$ cat src/rtl/epidemic_pkg.sv
// epidemic_pkg: shared constants and flit field helpers for the epidemic router.
//   Port indices: L=0, R=1, T=2, B=3, LOC=4, NPORT=5.
//   Flit layout, MSB first: {id[ID_W], ttl[TTL_W], payload}.
//   Helpers take the flit zero-extended to MAX_W bits plus the field widths,
//   so one package serves every parameterisation of the router.
package epidemic_pkg;

  localparam int L     = 0;
  localparam int R     = 1;
  localparam int T     = 2;
  localparam int B     = 3;
  localparam int LOC   = 4;
  localparam int NPORT = 5;
  localparam int MAX_W = 64;

  function automatic logic [MAX_W-1:0] field_mask(input int w);
    return {MAX_W{1'b1}} >> (MAX_W - w);
  endfunction

  function automatic logic [MAX_W-1:0] flit_id(input logic [MAX_W-1:0] f,
                                               input int dw, input int id_w);
    return (f >> (dw - id_w)) & field_mask(id_w);
  endfunction

  function automatic logic [MAX_W-1:0] flit_ttl(input logic [MAX_W-1:0] f,
                                                input int dw, input int id_w,
                                                input int ttl_w);
    return (f >> (dw - id_w - ttl_w)) & field_mask(ttl_w);
  endfunction

  function automatic logic [MAX_W-1:0] flit_set_ttl(input logic [MAX_W-1:0] f,
                                                    input logic [MAX_W-1:0] ttl,
                                                    input int dw, input int id_w,
                                                    input int ttl_w);
    logic [MAX_W-1:0] m;
    m = field_mask(ttl_w) << (dw - id_w - ttl_w);
    return (f & ~m) | ((ttl & field_mask(ttl_w)) << (dw - id_w - ttl_w));
  endfunction

endpackage

$ cat src/rtl/epidemic_fifo.sv
// epidemic_fifo: synchronous FIFO, one per enabled router input.
//   clk, rstn    : clock, asynchronous active-low reset (empties the FIFO)
//   push, wdata  : write request; ignored while full
//   pop          : read request; ignored while empty
//   rdata        : current head (valid when !empty)
//   full, empty  : status, both registered-pointer derived
module epidemic_fifo #(
  parameter int DW    = 16,
  parameter int DEPTH = 4
) (
  input  logic          clk,
  input  logic          rstn,
  input  logic          push,
  input  logic          pop,
  input  logic [DW-1:0] wdata,
  output logic [DW-1:0] rdata,
  output logic          full,
  output logic          empty
);

  localparam int AW = $clog2(DEPTH);

  // Pointers carry one extra wrap bit to tell full from empty.
  logic [AW:0]   wr_ptr;
  logic [AW:0]   rd_ptr;
  logic [DW-1:0] mem [DEPTH];
  logic          do_push;
  logic          do_pop;

  assign full    = (wr_ptr[AW] != rd_ptr[AW]) && (wr_ptr[AW-1:0] == rd_ptr[AW-1:0]);
  assign empty   = (wr_ptr == rd_ptr);
  assign do_push = push && !full;
  assign do_pop  = pop && !empty;
  assign rdata   = mem[rd_ptr[AW-1:0]];

  always_ff @(posedge clk or negedge rstn) begin
    if (!rstn) begin
      wr_ptr <= '0;
      rd_ptr <= '0;
    end else begin
      if (do_push) wr_ptr <= wr_ptr + 1'b1;
      if (do_pop)  rd_ptr <= rd_ptr + 1'b1;
    end
  end

  always_ff @(posedge clk) begin
    if (do_push) mem[wr_ptr[AW-1:0]] <= wdata;
  end

endmodule

$ cat src/rtl/epidemic_router.sv
// epidemic_router: five-port flooding router node for the 2-D mesh NoC.
//   clk, rstn : clock, asynchronous active-low reset
//   i_valid/i_ready/i_data : per-port input streams (0=l 1=r 2=t 3=b 4=local)
//   o_valid/o_ready/o_data : per-port output streams, all carrying one broadcast flit
//   drop_cnt  : saturating count of flits dropped as duplicates or TTL-expired
// Handshake: a beat transfers on a port at the rising edge where valid && ready;
// valid never depends on ready, and a raised o_valid holds with stable data until it
// transfers. Each accepted flit is rebroadcast to every enabled mesh neighbour except
// its source, plus local when it came from the mesh.
module epidemic_router
  import epidemic_pkg::*;
#(
  parameter int         DW      = 16,
  parameter int         ID_W    = 6,
  parameter int         TTL_W   = 4,
  parameter int         DEPTH   = 4,
  parameter int         SEEN    = 8,
  parameter logic [4:0] PORT_EN = 5'b11111,
  parameter int         CNT_W   = 16
) (
  input  logic                clk,
  input  logic                rstn,
  input  logic [4:0]          i_valid,
  output logic [4:0]          i_ready,
  input  logic [5*DW-1:0]     i_data,
  output logic [4:0]          o_valid,
  input  logic [4:0]          o_ready,
  output logic [5*DW-1:0]     o_data,
  output logic [CNT_W-1:0]    drop_cnt
);

  localparam int SW = (SEEN > 1) ? $clog2(SEEN) : 1;

  logic [NPORT-1:0][DW-1:0] heads;
  logic [NPORT-1:0]         empty;
  logic [NPORT-1:0]         full;
  logic [NPORT-1:0]         pop;

  // Input FIFOs exist only for enabled ports; a disabled port looks permanently
  // full (never ready) and empty (never requests).
  for (genvar p = 0; p < NPORT; p++) begin : g_port
    if (PORT_EN[p]) begin : g_fifo
      epidemic_fifo #(.DW(DW), .DEPTH(DEPTH)) u_fifo (
        .clk   (clk),
        .rstn  (rstn),
        .push  (i_valid[p]),
        .pop   (pop[p]),
        .wdata (i_data[p*DW +: DW]),
        .rdata (heads[p]),
        .full  (full[p]),
        .empty (empty[p])
      );
    end else begin : g_off
      assign heads[p] = '0;
      assign full[p]  = 1'b1;
      assign empty[p] = 1'b1;
    end
  end

  assign i_ready = rstn ? (PORT_EN & ~full) : '0;

  // Broadcast stage, history and arbiter state.
  logic [NPORT-1:0] pending;
  logic [DW-1:0]    bcast;
  logic [ID_W-1:0]  seen_id [SEEN];
  logic [SEEN-1:0]  seen_v;
  logic [SW-1:0]    wr_ptr;
  logic [2:0]       rr_ptr;

  logic [NPORT-1:0] fire;
  logic             can_load;
  logic             found;
  logic [2:0]       gnt;
  logic [3:0]       cand_sum;
  logic [DW-1:0]    gnt_flit;
  logic [MAX_W-1:0] head_ext;
  logic [ID_W-1:0]  head_id;
  logic [TTL_W-1:0] head_ttl;
  logic [TTL_W-1:0] new_ttl;
  logic             from_loc;
  logic             hit;
  logic             drop;
  logic             take;
  logic [DW-1:0]    fwd_flit;
  logic [NPORT-1:0] new_mask;

  assign fire    = pending & o_ready;
  assign o_valid = pending;
  assign o_data  = {NPORT{bcast}};

  always_comb begin
    // The stage may refill in the same cycle its last pending port completes.
    can_load = ((pending & ~fire) == '0);

    found    = 1'b0;
    gnt      = '0;
    cand_sum = '0;
    for (int k = 0; k < NPORT; k++) begin
      cand_sum = {1'b0, rr_ptr} + 4'(k);
      if (cand_sum >= 4'(NPORT)) cand_sum = cand_sum - 4'(NPORT);
      if (!found && !empty[cand_sum[2:0]]) begin
        found = 1'b1;
        gnt   = cand_sum[2:0];
      end
    end

    gnt_flit            = heads[gnt];
    head_ext            = '0;
    head_ext[DW-1:0]    = gnt_flit;
    head_id             = ID_W'(flit_id(head_ext, DW, ID_W));
    head_ttl            = TTL_W'(flit_ttl(head_ext, DW, ID_W, TTL_W));
    from_loc            = (gnt == 3'(LOC));

    hit = 1'b0;
    for (int i = 0; i < SEEN; i++) begin
      if (seen_v[i] && (seen_id[i] == head_id)) hit = 1'b1;
    end

    // Local injections bypass the TTL check so a ttl=0 flit still reaches
    // the neighbours once (they then drop it).
    drop = hit || (!from_loc && (head_ttl == '0));
    take = can_load && found;

    pop = '0;
    if (take) pop[gnt] = 1'b1;

    new_ttl  = from_loc ? head_ttl : (head_ttl - TTL_W'(1));
    fwd_flit = DW'(flit_set_ttl(head_ext, MAX_W'(new_ttl), DW, ID_W, TTL_W));
    new_mask = {!from_loc, PORT_EN[3:0] & ~(4'b0001 << gnt)};
  end

  always_ff @(posedge clk or negedge rstn) begin
    if (!rstn) begin
      pending  <= '0;
      bcast    <= '0;
      seen_v   <= '0;
      wr_ptr   <= '0;
      rr_ptr   <= '0;
      drop_cnt <= '0;
      for (int i = 0; i < SEEN; i++) seen_id[i] <= '0;
    end else begin
      if (take) begin
        rr_ptr <= (gnt == 3'(LOC)) ? 3'd0 : (gnt + 3'd1);
      end
      if (take && drop && (drop_cnt != '1)) begin
        drop_cnt <= drop_cnt + CNT_W'(1);
      end
      if (take && !drop) begin
        pending         <= new_mask;
        bcast           <= fwd_flit;
        seen_id[wr_ptr] <= head_id;
        seen_v[wr_ptr]  <= 1'b1;
        wr_ptr          <= wr_ptr + 1'b1;
      end else begin
        pending <= pending & ~fire;
      end
    end
  end

endmodule

$ cat config.mk
export PLATFORM = sky130hd
export DESIGN_NAME = epidemic_router
export DESIGN_NICKNAME = d
export VERILOG_FILES = /design/src/rtl/epidemic_pkg.sv /design/src/rtl/epidemic_fifo.sv /design/src/rtl/epidemic_router.sv
export SDC_FILE = /design/constraint.sdc
export NUM_CORES = 1
export LEC_CHECK = 0
export CAP_MARGIN = 20
export CORE_AREA = 2 2 209 211
export CTS_CLUSTER_DIAMETER = 150
export DETAILED_ROUTE_END_ITERATION = 8
export DIE_AREA = 0 0 211 213
export PLACE_DENSITY = 0.7
export SKIP_LAST_GASP = 1
export SYNTH_ARGS = -nofsm -noshare
export SYNTH_HDL_FRONTEND = slang
export SYNTH_SLANG_ARGS = --single-unit
$ cat constraint.sdc
create_clock -name clk -period 11.3 [get_ports clk]
set_input_delay 1.695 -clock clk [delete_from_list [all_inputs] [get_ports clk]]
set_output_delay 1.695 -clock clk [all_outputs]
set_load 0.01 [all_outputs]
==> impl_metrics.env, run 1 <==
export IMPL_fin_nets=1664
export IMPL_hpwlAfterDp_um=32800
export IMPL_max_freq_mhz=121
export IMPL_wl_per_cell_um=22.4
export IMPL_cts_root_buf="clkbuf_16"
export IMPL_fin_cells=2111
export IMPL_hold_ws_ns=0.462
export IMPL_maxSlewHeadroom_pct=34.9
export IMPL_ys_types=85
export IMPL_ios=198
export IMPL_die_area_mm2=0.0449
export IMPL_hold_viol_final=0
export IMPL_crit_path_cell_trace="inv_2 > ha_1 > inv_1 > o211ai_1 > a21oi_1 > a211oi_1 > nand2_1 > o221a_1 > o32ai_1 > o21a_1 > inv_2 > o211ai_1 > nand3_1 > xnor2_1 > and4_4 > a211oi_2 > nand4_4 > or4_1 > mux2_4"
export IMPL_mostFrequentLayoutCells="edfxtp_1, clkdlybuf4s50_1, dfrtp_1"
export IMPL_slowest_stage="dfrtp_1"
export IMPL_drive_above_1_share_pct=16.7
export IMPL_hold_buffers=0
export IMPL_cts_tree="done"
export IMPL_grt_pass1_wl_um=72000
export IMPL_fin_area_mm2=0.0244
export IMPL_cts_buffer_depth=3
export IMPL_cpPeakStageDelay_ns=0.88
export IMPL_cts_buffers=46
export IMPL_core_area_mm2=0.0427
export IMPL_maxSlewViolCount=0
export IMPL_met1Wirelength_um=20100
export IMPL_dr_total_vias=12200
export IMPL_synth_seq_cells=449
export IMPL_final_setup_viol_count=0
export IMPL_drt_total_wl_um=47300
export IMPL_post_cts_buffers=0
export IMPL_syn_avg_cell_area_um2=15.0
export IMPL_synth_seq_area_share_pct=61.0
export IMPL_grt_start_max_net_pins=74
export IMPL_path_clk_slew_ns=0.06
export IMPL_routabilityCongestion=0.853
export IMPL_antenna_cells=0
export IMPL_placed_area_mm2=0.0229
export IMPL_clock_latency_ns=0.59
export IMPL_yosysWarnings=0
export IMPL_initial_utilization_pct=49.3
export IMPL_dr_first_iter_drc_count=1204
export IMPL_route_detailed_drc=0
export IMPL_io_buffers=197
export IMPL_grtUsageTotal_pct=21.3
export IMPL_wl_met3_um=2510
export IMPL_placedCellCount=2026
export IMPL_grt_setup_unrepaired="false"
export IMPL_met2_length_um=23100
export IMPL_first_pass_iters=7
export IMPL_drv_cap=0
export IMPL_fin_crit_ns=8.29
export IMPL_critPathKind="reg -> reg"
export IMPL_synth_edf_count=320
export IMPL_area_growth_pct=15.9
export IMPL_status="completed"
export IMPL_antenna_found_initial=0
export IMPL_ys_async_sr_fraction_pct=28.7
export IMPL_synth_ff_type="edfxtp_1"
export IMPL_die_w_um=211
export IMPL_h_tree_depth=2
export IMPL_period_share_pct=73.3
export IMPL_num_rows=76
export IMPL_start_kind="register"
export IMPL_grt_pass1_vias=12100
export IMPL_end_kind="register"
export IMPL_ant_nets=0
export IMPL_die_y_um=213
export IMPL_tns_ns=0
export IMPL_critPathArrivalTime_ns=8.75
export IMPL_layout_commonest_cell="edfxtp_1"
export IMPL_grt_ovfl_total=0
export IMPL_tightest_slew_ns=0.977
export IMPL_synth_nets=1541
export IMPL_syn_area_mm2=0.0210
export IMPL_hold_path_class="reg -> reg"
export IMPL_crit_required_ns=11.76
export IMPL_syn_inst=1406
export IMPL_avgViaCountPerCell=5.78
export IMPL_clock_skew_final_ns=0.0197
export IMPL_clock_sinks=449
export IMPL_routed_top_layer="met4"
export IMPL_ctsResizeCount=0
export IMPL_worstPathMaxFanout=44
## registers in the layout (all words and copies together), names as in the netlist
register,flops
o_valid,5
wr_ptr,3
g_port.g_fifo.u_fifo.mem,320
g_port.g_fifo.u_fifo.rd_ptr,15
bcast,16
g_port.g_fifo.u_fifo.wr_ptr,15
seen_v,8
rr_ptr,3
seen_id,48
drop_cnt,16
## cell families (layout without fill, tap and decap cells)
logic type / Yosys count / count (layout) / synth area share (%)
compound gates: 161 / 161 / 5.79
xor+xnor: 89 / 89 / 3.74
fa+ha+maj: 43 / 43 / 2.59
buf+inv: 164 / 323 / 4.53
flops: 449 / 449 / 61.0
mux: 172 / 172 / 13.5
simple gates: 328 / 328 / 8.81
## final cells by class
| type | instances | area [um^2] |
|---|---|---|
| clock buffer | 60 | 1250 |
| clock inverter | 24 | 179 |
| fill | 3374 | 18300 |
| inverter | 29 | 109 |
| multi-input combinational | 793 | 7260 |
| sequential | 449 | 12800 |
| tap | 546 | 683 |
| timing repair buffer | 210 | 2070 |
## final timing paths
check / from / cells after the start / slack [ns] / end
setup / recovery: rr_ptr[0] / 19 / 3.01 / seen_id[6]
hold / removal: seen_v[7] / 2 / 0.46 / seen_v[7]
setup reg to reg: rr_ptr[0] / 19 / 3.01 / seen_id[6]
hold reg to reg: seen_v[7] / 2 / 0.46 / seen_v[7]
max in group asynchronous: rstn / 2 / 8.92 / seen_id[15]
min in group asynchronous: rstn / 1 / 1.10 / drop_cnt[0]
## worst max-delay path: cells and delay by family (launching register included)
family / cells / cell delay [ns]
buf+inv: 3 / 0.90
mux: 1 / 0.37
fa+ha+maj: 1 / 0.73
compound gates: 8 / 2.64
xor+xnor: 1 / 0.29
simple gates: 5 / 2.30
flops: 1 / 0.88
## Yosys cell counts, types with 5 or more instances
cell type | n | area (um^2)
o211a_1 | 10 | 100
a21boi_0 | 9 | 67.6
nand4_1 | 21 | 131
nand2b_1 | 10 | 62.6
buf_1 | 10 | 37.5
clkbuf_1 | 27 | 101
xnor2_1 | 50 | 438
nor4_1 | 19 | 119
or2_2 | 6 | 37.5
nor2_1 | 34 | 128
nand4b_1 | 5 | 43.8
inv_1 | 26 | 97.6
mux2_4 | 18 | 270
buf_4 | 71 | 533
a21oi_1 | 20 | 100
or3_1 | 8 | 50.1
buf_2 | 20 | 100
o211ai_1 | 14 | 105
nor3_1 | 20 | 100
xor2_1 | 38 | 333
o21ai_0 | 32 | 160
or4_1 | 6 | 45.0
a31oi_1 | 12 | 75.1
dfrtp_1 | 129 | 3230
o31a_1 | 6 | 52.6
and2_1 | 11 | 68.8
and3_1 | 41 | 257
o21a_1 | 7 | 52.6
edfxtp_1 | 320 | 9610
nand2_1 | 76 | 285
mux4_2 | 77 | 1730
buf_6 | 6 | 67.6
mux2_2 | 55 | 619
nor2b_1 | 6 | 37.5
nand3_1 | 42 | 210
mux2i_1 | 22 | 220
ha_1 | 42 | 526
## stage by stage
step           util [%]  setup slack, ns
2_1_floorplan         -             5.26
3_3_place_gp       53.7             3.46
3_5_place_dp       53.7             3.11
4_1_cts            57.1             3.10
5_1_grt            57.1             2.37
6_report           57.1             3.01
## metal layers
layer  track usage, %  vias up
met5                0        -
met1             28.7     6186
met4             8.69        0
met2             34.7      360
li1                 -     5574
met3             3.57       83
Power of run 1 is not shown: default switching activity piles up to over one toggle a cycle in this logic, so the estimate is an artifact.
==> run 2: changes to the inputs <==
==> constraint.sdc (replaced) <==
create_clock -name clk -period 7.7 [get_ports clk]
set_input_delay 1.155 -clock clk [delete_from_list [all_inputs] [get_ports clk]]
set_output_delay 1.155 -clock clk [all_outputs]
set_load 0.01 [all_outputs]
==> impl_metrics.env, run 2 (synthesized netlist as in run 1, its figures left out) <==
export IMPL_drive_above_1_share_pct=18.8
export IMPL_max_freq_mhz=151
export IMPL_cp_num_buf_inv=6
export IMPL_ant_nets=0
export IMPL_die_y_um=213
export IMPL_routabilityCongestion=0.905
export IMPL_first_pass_iters=7
export IMPL_drv_cap=0
export IMPL_maxSlewHeadroom_pct=32.0
export IMPL_final_util_pct=58.0
export IMPL_fin_nets=1688
export IMPL_nFillCells=3270
export IMPL_critPathArrivalTime_ns=7.10
export IMPL_die_w_um=211
export IMPL_avgViaCountPerCell=5.78
export IMPL_grt_pass1_vias=12300
export IMPL_antenna_cells=0
export IMPL_slowest_stage="fa_1"
export IMPL_rr_worst_depth=24
export IMPL_ios=198
export IMPL_tns_ns=0
export IMPL_rr_endpoint="seen_id[40]"
export IMPL_grtUsageTotal_pct=21.5
export IMPL_worstPathMaxFanout=26
export IMPL_crit_top_cell="buf_4"
export IMPL_regArea_mm2=0.0128
export IMPL_hold_buffers=0
export IMPL_crit_cells=24
export IMPL_critPathKind="reg -> reg"
export IMPL_clock_sinks=449
export IMPL_placed_area_mm2=0.0231
export IMPL_cts_root_buf="clkbuf_16"
export IMPL_fin_area_mm2=0.0247
export IMPL_cts_buffers=47
export IMPL_core_area_mm2=0.0427
export IMPL_mostFrequentLayoutCells="edfxtp_1, clkdlybuf4s50_1, dfrtp_1"
export IMPL_drt_total_wl_um=47600
export IMPL_cp_top_family="compound AO/OA/AOI/OAI gates"
export IMPL_initial_utilization_pct=49.3
export IMPL_grt_start_max_net_pins=50
export IMPL_dr_total_vias=12400
export IMPL_hold_path_class="reg -> reg"
export IMPL_dr_first_iter_drc_count=1078
export IMPL_layout_commonest_cell="edfxtp_1"
export IMPL_final_setup_viol_count=0
export IMPL_route_detailed_drc=0
export IMPL_die_area_mm2=0.0449
export IMPL_crit_path_cell_trace="inv_2 > ha_1 > inv_1 > fa_1 > nand2b_1 > nand2b_1 > a2111oi_2 > a211oi_1 > buf_4 > a211oi_2 > nor4_1 > o32ai_1 > o21a_1 > inv_2 > buf_4 > o211ai_1 > nand3_4 > xnor2_1 > and4_4 > a211oi_2 > nand4_4 > buf_4 > nor4b_4 > mux2_2"
export IMPL_fin_crit_ns=6.64
export IMPL_regToRegSetupSlack_ns=1.06
export IMPL_status="completed"
export IMPL_maxSlewViolCount=0
export IMPL_area_growth_pct=17.6
export IMPL_start_kind="register"
export IMPL_cts_tree="done"
export IMPL_path_clk_slew_ns=0.06
export IMPL_antenna_found_initial=0
export IMPL_ctsResizeCount=0
export IMPL_crit_end="seen_id[40]"
export IMPL_largest_reg_flops=320
export IMPL_io_buffers=197
export IMPL_multi_input_area_mm2=0.00726
export IMPL_hold_viol_final=0
export IMPL_period_share_pct=86.3
export IMPL_wl_per_cell_um=22.3
export IMPL_tightest_slew_ns=1.02
export IMPL_cts_buffer_depth=3
export IMPL_crit_required_ns=8.15
export IMPL_clock_latency_ns=0.58
export IMPL_crit_start="rr_ptr[0]"
export IMPL_post_cts_buffers=0
export IMPL_num_rows=76
export IMPL_clock_skew_final_ns=0.0189
export IMPL_grt_setup_unrepaired="false"
export IMPL_cpPeakStageDelay_ns=0.48
export IMPL_h_tree_depth=2
export IMPL_hold_ws_ns=0.455
export IMPL_rr_startpoint="rr_ptr[0]"
export IMPL_grt_pass1_wl_um=73000
export IMPL_hpwlAfterDp_um=33500
export IMPL_grt_ovfl_total=0
export IMPL_end_kind="register"
## run 2: cell count changes in the layout (fill, tap and decap cells not counted)
cell / before / now
clkinvlp_4: 1 / 0
clkinv_1: 15 / 7
bufinv_16: 1 / 6
clkbuf_1: 10 / 7
buf_4: 13 / 36
clkinv_16: 2 / 0
clkinv_2: 5 / 11
clkinv_8: 0 / 1
inv_16: 0 / 1
inv_6: 0 / 2
clkbuf_4: 0 / 1
clkbuf_16: 47 / 49
## run 2: worst reg2reg max path: stages (launching register included)
cell and delay, ns:
dfrtp_1 0.39, inv_2 0.18, ha_1 0.19, inv_1 0.05
fa_1 0.48, nand2b_1 0.22, nand2b_1 0.19, a2111oi_2 0.39
a211oi_1 0.09, buf_4 0.17, a211oi_2 0.29, nor4_1 0.10
o32ai_1 0.31, o21a_1 0.20, inv_2 0.20, buf_4 0.27
o211ai_1 0.35, nand3_4 0.39, xnor2_1 0.23, and4_4 0.19
a211oi_2 0.30, nand4_4 0.22, buf_4 0.27, nor4b_4 0.46
mux2_2 0.39
## run 2: worst min-delay path by stage
stage / from / endpoint / slack [ns] / cells past startpoint
detailed placement: seen_v[7] / seen_v[7] / 0.44 / 2
floorplan: seen_v[7] / seen_v[7] / 0.41 / 2
finish: seen_v[7] / seen_v[7] / 0.46 / 2
global route: seen_v[3] / seen_v[3] / 0.48 / 1
global placement: seen_v[3] / seen_v[3] / 0.45 / 1
CTS: seen_v[7] / seen_v[7] / 0.46 / 2
## run 2: cell type report
cell class              count  area share [%]
flip-flops and latches    449            51.9
multi-input cells         793            29.3
repair buffers            233            9.07
clock buffers              60            5.26
well taps                 546            2.76
clock inverters            28            1.27
inverters                  29           0.440
## run 2: layer usage
layer  up-vias  global-route usage, %  part of all wire (%)
met2       413                   36.1                    50
met3        75                   3.07                   5.1
met5         -                      0                     0
met4         0                   6.61                   2.5
li1       5635                      -                     -
met1      6238                   29.2                    43
## run 2: through the flow
step           instances  setup WS [ns]
2_1_floorplan       1406           1.66
3_5_place_dp        2049           1.14
4_1_cts             2137           1.12
3_3_place_gp        2049           1.22
5_1_grt             2138          0.547
6_report            2138           1.06
Power of run 2 is left out for the same reason.
